[src/rtl/fifo_pkg.sv]
// Shared types and sizing for the FIFO-to-stream reader.
package fifo_pkg;
  typedef enum logic [1:0] {
    IDLE  = 2'd0,
    RUN   = 2'd1,
    DRAIN = 2'd2
  } rd_state_t;

  localparam int unsigned BUF_DEPTH = 2;
  // Occupancy counter must represent 0..BUF_DEPTH.
  localparam int unsigned OCC_W = 2;
endpackage

[src/rtl/fifo_rd_skid.sv]
// Two-entry output buffer for the reader; head word is presented on o_data.
module fifo_rd_skid
  import fifo_pkg::*;
#(
  parameter int W = 4
) (
  input  logic             clk,
  input  logic             reset,
  input  logic [W-1:0]     i_data,
  input  logic             i_push,
  input  logic             i_pop,
  output logic [W-1:0]     o_data,
  output logic [OCC_W-1:0] o_count
);
  logic [W-1:0]     r_mem [BUF_DEPTH];
  logic             r_wr_ptr;
  logic             r_rd_ptr;
  logic [OCC_W-1:0] r_count;

  // Push is never issued when full and pop never when empty; the reader guarantees both.
  always_ff @(posedge clk or negedge reset) begin
    if (!reset) begin
      for (int i = 0; i < BUF_DEPTH; i++) r_mem[i] <= '0;
      r_wr_ptr <= 1'b0;
      r_rd_ptr <= 1'b0;
      r_count  <= '0;
    end else begin
      if (i_push) begin
        r_mem[r_wr_ptr] <= i_data;
        r_wr_ptr        <= ~r_wr_ptr;
      end
      if (i_pop) r_rd_ptr <= ~r_rd_ptr;
      case ({i_push, i_pop})
        2'b10:   r_count <= r_count + 2'd1;
        2'b01:   r_count <= r_count - 2'd1;
        default: r_count <= r_count;
      endcase
    end
  end

  assign o_data  = r_mem[r_rd_ptr];
  assign o_count = r_count;
endmodule

[src/rtl/fifo_reader.sv]
// Pops a 1-cycle-latency FIFO and re-presents the words as a valid/ready stream.
module fifo_reader #(
  parameter int MSB   = 3,
  parameter int LSB   = 0,
  parameter int CNT_W = 16
) (
  input  logic             clk,
  input  logic             reset,
  input  logic             fifo_empty,
  output logic             fifo_read,
  input  logic [MSB:LSB]   fifo_out,
  input  logic             enable = 1'b1,
  output logic [MSB:LSB]   dout,
  output logic             dout_valid,
  input  logic             dout_ready,
  output logic             idle,
  output logic [CNT_W-1:0] xfer_cnt
);
  import fifo_pkg::*;

  localparam int W = MSB - LSB + 1;

  rd_state_t        r_state;
  rd_state_t        w_state_nxt;
  logic             r_inflight;
  logic [CNT_W-1:0] r_xfer_cnt;
  logic [OCC_W-1:0] w_count;
  logic [OCC_W:0]   w_committed;
  logic             w_pop;
  logic             w_read;

  fifo_rd_skid #(.W(W)) u_skid (
    .clk     (clk),
    .reset   (reset),
    .i_data  (fifo_out),
    .i_push  (r_inflight),
    .i_pop   (w_pop),
    .o_data  (dout),
    .o_count (w_count)
  );

  assign dout_valid = (w_count != '0);
  assign w_pop      = dout_valid & dout_ready;

  // Words already owned by the block after this edge: buffered + returning - leaving now.
  assign w_committed = {1'b0, w_count} + {{OCC_W{1'b0}}, r_inflight}
                     - {{OCC_W{1'b0}}, w_pop};
  assign w_read = (r_state == RUN) && enable && !fifo_empty
               && (w_committed < (OCC_W+1)'(BUF_DEPTH));

  always_ff @(posedge clk or negedge reset) begin
    if (!reset) begin
      r_state    <= IDLE;
      r_inflight <= 1'b0;
      r_xfer_cnt <= '0;
    end else begin
      r_state    <= w_state_nxt;
      r_inflight <= w_read;
      if (w_pop) r_xfer_cnt <= r_xfer_cnt + 1'b1;
    end
  end

  always_comb begin
    w_state_nxt = r_state;
    case (r_state)
      IDLE:    if (enable) w_state_nxt = RUN;
      RUN:     if (!enable) w_state_nxt = DRAIN;
      DRAIN: begin
        if (enable)                             w_state_nxt = RUN;
        else if (w_count == '0 && !r_inflight)  w_state_nxt = IDLE;
      end
      default: w_state_nxt = IDLE;
    endcase
  end

  assign fifo_read = w_read;
  assign idle      = (r_state == IDLE) && (w_count == '0) && !r_inflight;
  assign xfer_cnt  = r_xfer_cnt;
endmodule

[config.mk]
export PLATFORM = sky130hd
export DESIGN_NAME = fifo_reader
export DESIGN_NICKNAME = d
export VERILOG_FILES = /design/src/rtl/fifo_pkg.sv /design/src/rtl/fifo_rd_skid.sv /design/src/rtl/fifo_reader.sv
export SDC_FILE = /design/constraint.sdc
export NUM_CORES = 1
export LEC_CHECK = 0
export BUFFER_PORTS_ARGS = -buffer_cell sky130_fd_sc_hd__clkbuf_2
export CAP_MARGIN = 10
export CELL_PAD_IN_SITES_DETAIL_PLACEMENT = 0
export CELL_PAD_IN_SITES_GLOBAL_PLACEMENT = 2
export CORE_MARGIN = 2
export CORE_UTILIZATION = 36
export CTS_BUF_LIST = sky130_fd_sc_hd__clkbuf_8
export DETAILED_ROUTE_END_ITERATION = 8
export GPL_ROUTABILITY_DRIVEN = 0
export PLACE_DENSITY_LB_ADDON = 0.1
export SLEW_MARGIN = 10
export SYNTH_ARGS = -nofsm -noshare
export SYNTH_HDL_FRONTEND = slang
export SYNTH_SLANG_ARGS = --single-unit
[constraint.sdc]
create_clock -name clk -period 2.4 [get_ports clk]
set_input_delay 0.24 -clock clk [delete_from_list [all_inputs] [get_ports clk]]
set_output_delay 0.24 -clock clk [all_outputs]
set_load 0.005 [all_outputs]
**Word level (Yosys, flattened, before mapping)**

Cells that the tools add are included.

- Register bits: 31
- Word-level logic and storage cells: 55

- Add/subtract/negate cells: 5
- $lt $le $gt $ge: 4
- Eq/ne operators: 7
- Multiplexer cells: 12
- Bitwise operators: 5
- Reduce and logical (&&, ||, !) cells: 14

Operators with widths:

| kind | count |
|---|---|
| 16-bit by 1-bit adder with 16-bit output (second input constant) | 1 |
| 4-bit two-way mux | 4 |
| 8-bit bitwise mux | 1 |
| 2-bit two-way mux | 4 |
| 1-bit logical AND | 7 |
| 2-bit case mux with 3 select lines | 1 |
| 4-bit demux with 1-bit select | 1 |
| 2-bit by 1-bit equality test with 1-bit output (second input constant) | 2 |
| 2-bit equality test (second input constant) | 2 |
| 2-bit >= comparator (second input constant) | 2 |
| 2-bit logical NOT | 2 |
| 2-bit inequality test (second input constant) | 2 |
| 1-bit NOT with 2-bit output | 2 |
| 2-bit case mux with 2 select lines | 1 |
| 2-bit nonzero test | 2 |
| 2-bit by 1-bit adder with 3-bit output | 1 |
| 3-bit by 2-bit less-than comparator with 1-bit output (second input constant) | 1 |
| 3-bit inequality test (second input constant) | 1 |
| 3-bit AND reduction | 1 |
| 3-bit by 1-bit subtractor with 3-bit output | 1 |
| 2-bit by 1-bit adder with 2-bit output (second input constant) | 1 |
| 1-bit logical NOT | 2 |
| 2-bit by 1-bit less-than comparator with 1-bit output (second input constant) | 1 |
| 1-bit NOT | 2 |
| 2 further kinds | 2 |

**Longest topological paths before layout**

- Word-level depth: 6
- Gate-level depth with buffers: 7
- Depth with buffers taken out: 6

**Hierarchy**

Synthesis repeated with hierarchy kept, for this count alone.

- Cells, all modules: 110
- Area, all modules: 1,406.3 µm²

Modules (own cells, without submodules):

| module | instances | cells an instance | area each (µm²) |
|---|---|---|---|
| fifo_reader | 1 | 76 | 889.6 |
| fifo_rd_skid | 1 | 34 | 516.7 |

**Worst setup path before layout**

Ideal clock, no wire load.

- Path kind: register to output
- From: register u_skid.r_count[1], in the netlist u_skid.o_count[1]
- To: output port fifo_read
- Arrival time: 1.829 ns
- Data required time: 2.160 ns
- Slack: 0.331 ns
- Cell stages (with the launch flop): 8
- Cells stage by stage: dfrtp_1 buf_4 o21ai_1 nor2_1 o21ai_0 fa_1 xor2_1 nor4_1

- Longest elaborated chain between the ends: 5
- Elaborated cells between the ends (all ways): 6

RTL lines:

| element | RTL line | source |
|---|---|---|
| from (decl) | fifo_rd_skid.sv:18 | `logic [OCC_W-1:0] r_count;` |
| from (signal assigned) | fifo_rd_skid.sv:34 | `2'b10: r_count <= r_count + 2'd1;` |
| from (signal assigned) | fifo_rd_skid.sv:35 | `2'b01: r_count <= r_count - 2'd1;` |
| from (signal assigned) | fifo_rd_skid.sv:36 | `default: r_count <= r_count;` |
| branches (longest 2 deep; another with 2-bit by 1-bit adder with 3-bit output) | n/a |  |
| 3-bit by 1-bit subtractor with 3-bit output (*) | fifo_reader.sv:47 | `- {{OCC_W{1'b0}}, w_pop};` |
| 3-bit by 2-bit less-than comparator with 1-bit output (*) | fifo_reader.sv:49 | `&& (w_committed < (OCC_W+1)'(BUF_DEPTH));` |
| 1-bit logical AND (*) | fifo_reader.sv:49 |  |
| to (decl) | fifo_reader.sv:10 | `output logic fifo_read,` |

Mark *: on every way between the ends.

**Worst setup path after layout**

- From: register u_skid.r_count[0], in the netlist u_skid.o_count[0]
- To: output port fifo_read

The elaborated chain is that of the path after synthesis.

==> impl_summary.md <==
Drt
After detailed routing, the number of remaining DRC violations is 0. The routed design has about 2.7 mm of wire. The starting DRC count in detailed routing is 10. The first detailed-routing pass took 4 iterations. The number of routed nets with antenna violations is 0. After detailed routing, the average wire length per cell comes to approximately 13 µm. The routed via count divided by cell count is 4.71. The detailed router placed between 900 and 1000 vias in this run.

Clock tree
The number of clock sinks is 31. The number of buffers created by CTS is 5. The clock tree root driver cell is clkbuf_8.

In this run, post-CTS hold repair placed 0 buffers. The H-tree depth reported by CTS is 2. The longest clock path from root to sink contains 2 buffers.

The clock latency at the later pin of the worst-skew pair is ~0.28 ns. The TritonCTS clock tree is built. The clock transition at the registers of the reported paths is around 0.060 ns.

Synthesis
The average cell area after synthesis is around 12 µm². The count of state elements after synthesis is 31. The mapped netlist covers ~1400 µm².

The number of nets in the synthesized netlist is ~130. After technology mapping, the gate count stands at between 100 and 150. The top-area cell type share of the netlist area is 55.4%. The number of warnings reported in the yosys synthesis log is 0. The count of unique library cells instantiated by Yosys is 30. By area the synthesized netlist is led by dfrtp_1 (55%), mux2_2 (10%), xnor2_1 (6.9%).

The most area-hungry cell type in the Yosys netlist is dfrtp_1. The portion of the post-synthesis area used by sequential elements is 55.4%.

Layout
The post-route netlist has about two fifths of its cells at a drive strength greater than 1. The library cells used most frequently in the layout, excluding fill and tap cells, are clkbuf_2 (31), dfrtp_1 (30), mux2_2 (13). 0 antenna diodes ended up in the layout.

The library cell used most frequently in the layout, excluding fill and tap cells, is clkbuf_2. For this run, the post-layout net count is about 170. The fill cell total of the finished layout is around 350. The growth of design area from synthesis to finish is 24.7%.

STA
The final critical path takes up between 90 and 100% of the cycle. The final count of pins violating max slew is 0. The smallest clock period supported by the final layout is computed as around 2.3 ns. Based on the critical path, the design can be clocked at up to around 430 MHz. In this run the tightest slew margin relative to its limit is 48.9%. Setup violations remaining at the end of the flow were counted as 0. The number of failing hold endpoints at the final stage is 0.

The final hold slack is approximately 0.028 ns. The transition at the pin with the smallest max-transition slack is roughly 0.77 ns. On the final layout, the worst clock skew is about 0.0033 ns.

Placement
The HPWL after detailed placement is about 1.9 mm. The count of buffers from port buffering is 31.

Floorplanning
The die covers between 4000 and 5000 µm². Once the floorplan was initialized, standard cells occupied 38.0% of the core. The initialized floorplan defines 22 standard-cell rows. Measured along the y axis, the die boundary spans between 60 and 70 µm.

The die is 66.4 µm wide. 32 I/O pins were placed. After floorplanning, the core was sized to cover roughly 3700 µm².

Power and ir drop
The total leakage power is around 0.84 nW. IR analysis of the VDD net gives a maximum drop of between 0.4 and 0.5 mV. Power spread over the standard cell area amounts to 981 nW/µm². The overall power after layout is about 1.7 mW.

Setup path
Of all nets on the critical path, the largest fanout is 5. The worst setup path is launched from a register. The worst setup path is captured at a primary output.

STA puts the critical path data required time at around 2.2 ns. The worst path arrival time is roughly 2.1 ns. The worst setup path is of the reg2out kind.

Global route
The number of global-route vias before repair is 930. The remaining global-route overflow is 0. The number of antenna violations at the first check in global routing is 0. Entering global routing, the biggest net connects 32 pins. The overall routing resource usage is 13.5%. The global-route wire length before repair is roughly 4.3 mm.

Status
The flow ran to the end, and the final reports show no timing, DRC or antenna violations.

Min path
In this run the worst hold path is classified as in2async.

Job
Max-cap violations in this run came to 0.
-- critical path, stage by stage, from the launching register on --
cell	delay, ns
dfrtp_2	0.44
o21ai_2	0.17
nor2_2	0.07
buf_4	0.13
fa_1	0.39
xor2_1	0.17
nor4_2	0.27
clkbuf_2	0.17
-- metal layers --
layer	part of all wire [%]	global-route usage, %	vias up
met5	0	0	-
met1	48	17.7	459
li1	-	-	474
met3	5.8	4.43	2
met4	0.78	8.42	0
met2	45	19.1	25
-- power by group --
group	total [mW]	switching, mW	internal (mW)
logic	0.480	0.191	0.289
registers	0.793	0.126	0.667
clock network	0.440	0.183	0.257
-- synth_stat cells, drive strengths merged --
| master | count |
|---|---|
| dfrtp | 31 |
| mux2 | 13 |
| xnor2 | 11 |
| nand2 | 8 |
| xor2 | 8 |
| nand3 | 7 |
| nor2 | 7 |
| nor3 | 4 |
| o21ai | 3 |
| a21oi | 2 |
| and3 | 2 |
| buf | 2 |
| nand2b | 2 |
| nand4 | 2 |
| nor2b | 2 |
| a21boi | 1 |
| and4 | 1 |
| clkbuf | 1 |
| fa | 1 |
| ha | 1 |
| inv | 1 |
| nand3b | 1 |
| nor4 | 1 |
| o211ai | 1 |
| or2 | 1 |
| or3 | 1 |
| or4 | 1 |
-- state kept, by name, indices dropped and copies added (netlist names) --
register         cells
r_inflight           1
r_state              2
u_skid.o_count       2
u_skid.r_mem         8
u_skid.r_rd_ptr      1
u_skid.r_wr_ptr      1
xfer_cnt            16
-- timing repair --
item | in CTS | in global routing
endpoints found under the setup margin | 1 | 1
endpoints found under the hold margin | 0 | 0
pin swaps | 0 | 1
setup buffers | 0 | 2
gates resized for setup | 2 | 3
-- cell families after synthesis --
| kind of cell | share of synthesized area [%] |
|---|---|
| muxes | 10.5 |
| adders and majority gates | 2.32 |
| xor gates and xnor gates | 11.9 |
| buffers and inverters | 1.43 |
| DFF | 55.4 |
| AOI/OAI and AO/OA | 3.22 |
| and+or+nand+nor | 15.3 |
-- through the flow --
stage	setup TNS, ns	util (%)	cell area, µm²	setup WS (ns)	std cells
2_1_floorplan	0	-	1400	0.331	116
3_3_place_gp	0	43.8	1610	0.290	194
3_5_place_dp	0	43.8	1610	0.233	194
4_1_cts	0	46.6	1720	0.0268	202
5_1_grt	-0.0313	47.3	1750	-0.0313	204
6_report	0	47.3	1750	0.0660	204
-- worst paths after layout --
path                                    from           endpoint  slack [ns]  depth (start not counted)
min in group clk                  fifo_empty         r_inflight        0.15                          2
min                                    reset       xfer_cnt[14]        0.03                          1
max in group asynchronous              reset  u_skid.o_count[0]        1.85                          1
min reg2reg                     xfer_cnt[15]       xfer_cnt[15]        0.48                          1
max reg2reg                u_skid.o_count[0]       xfer_cnt[15]        0.60                          5
max                        u_skid.o_count[0]          fifo_read        0.07                          7
-- area by class of cell --
cell class / instances / area, µm² / area share [%]
inverter: 1 / 3.75 / 0.215
sequential: 31 / 777 / 44.5
clock inverter: 1 / 3.75 / 0.215
tap: 48 / 60.1 / 3.44
multi-input combinational: 81 / 619 / 35.5
clock buffer: 7 / 96.3 / 5.52
timing repair buffer: 35 / 185 / 10.6
No activity file was read; power rests on OpenSTA's default activity.
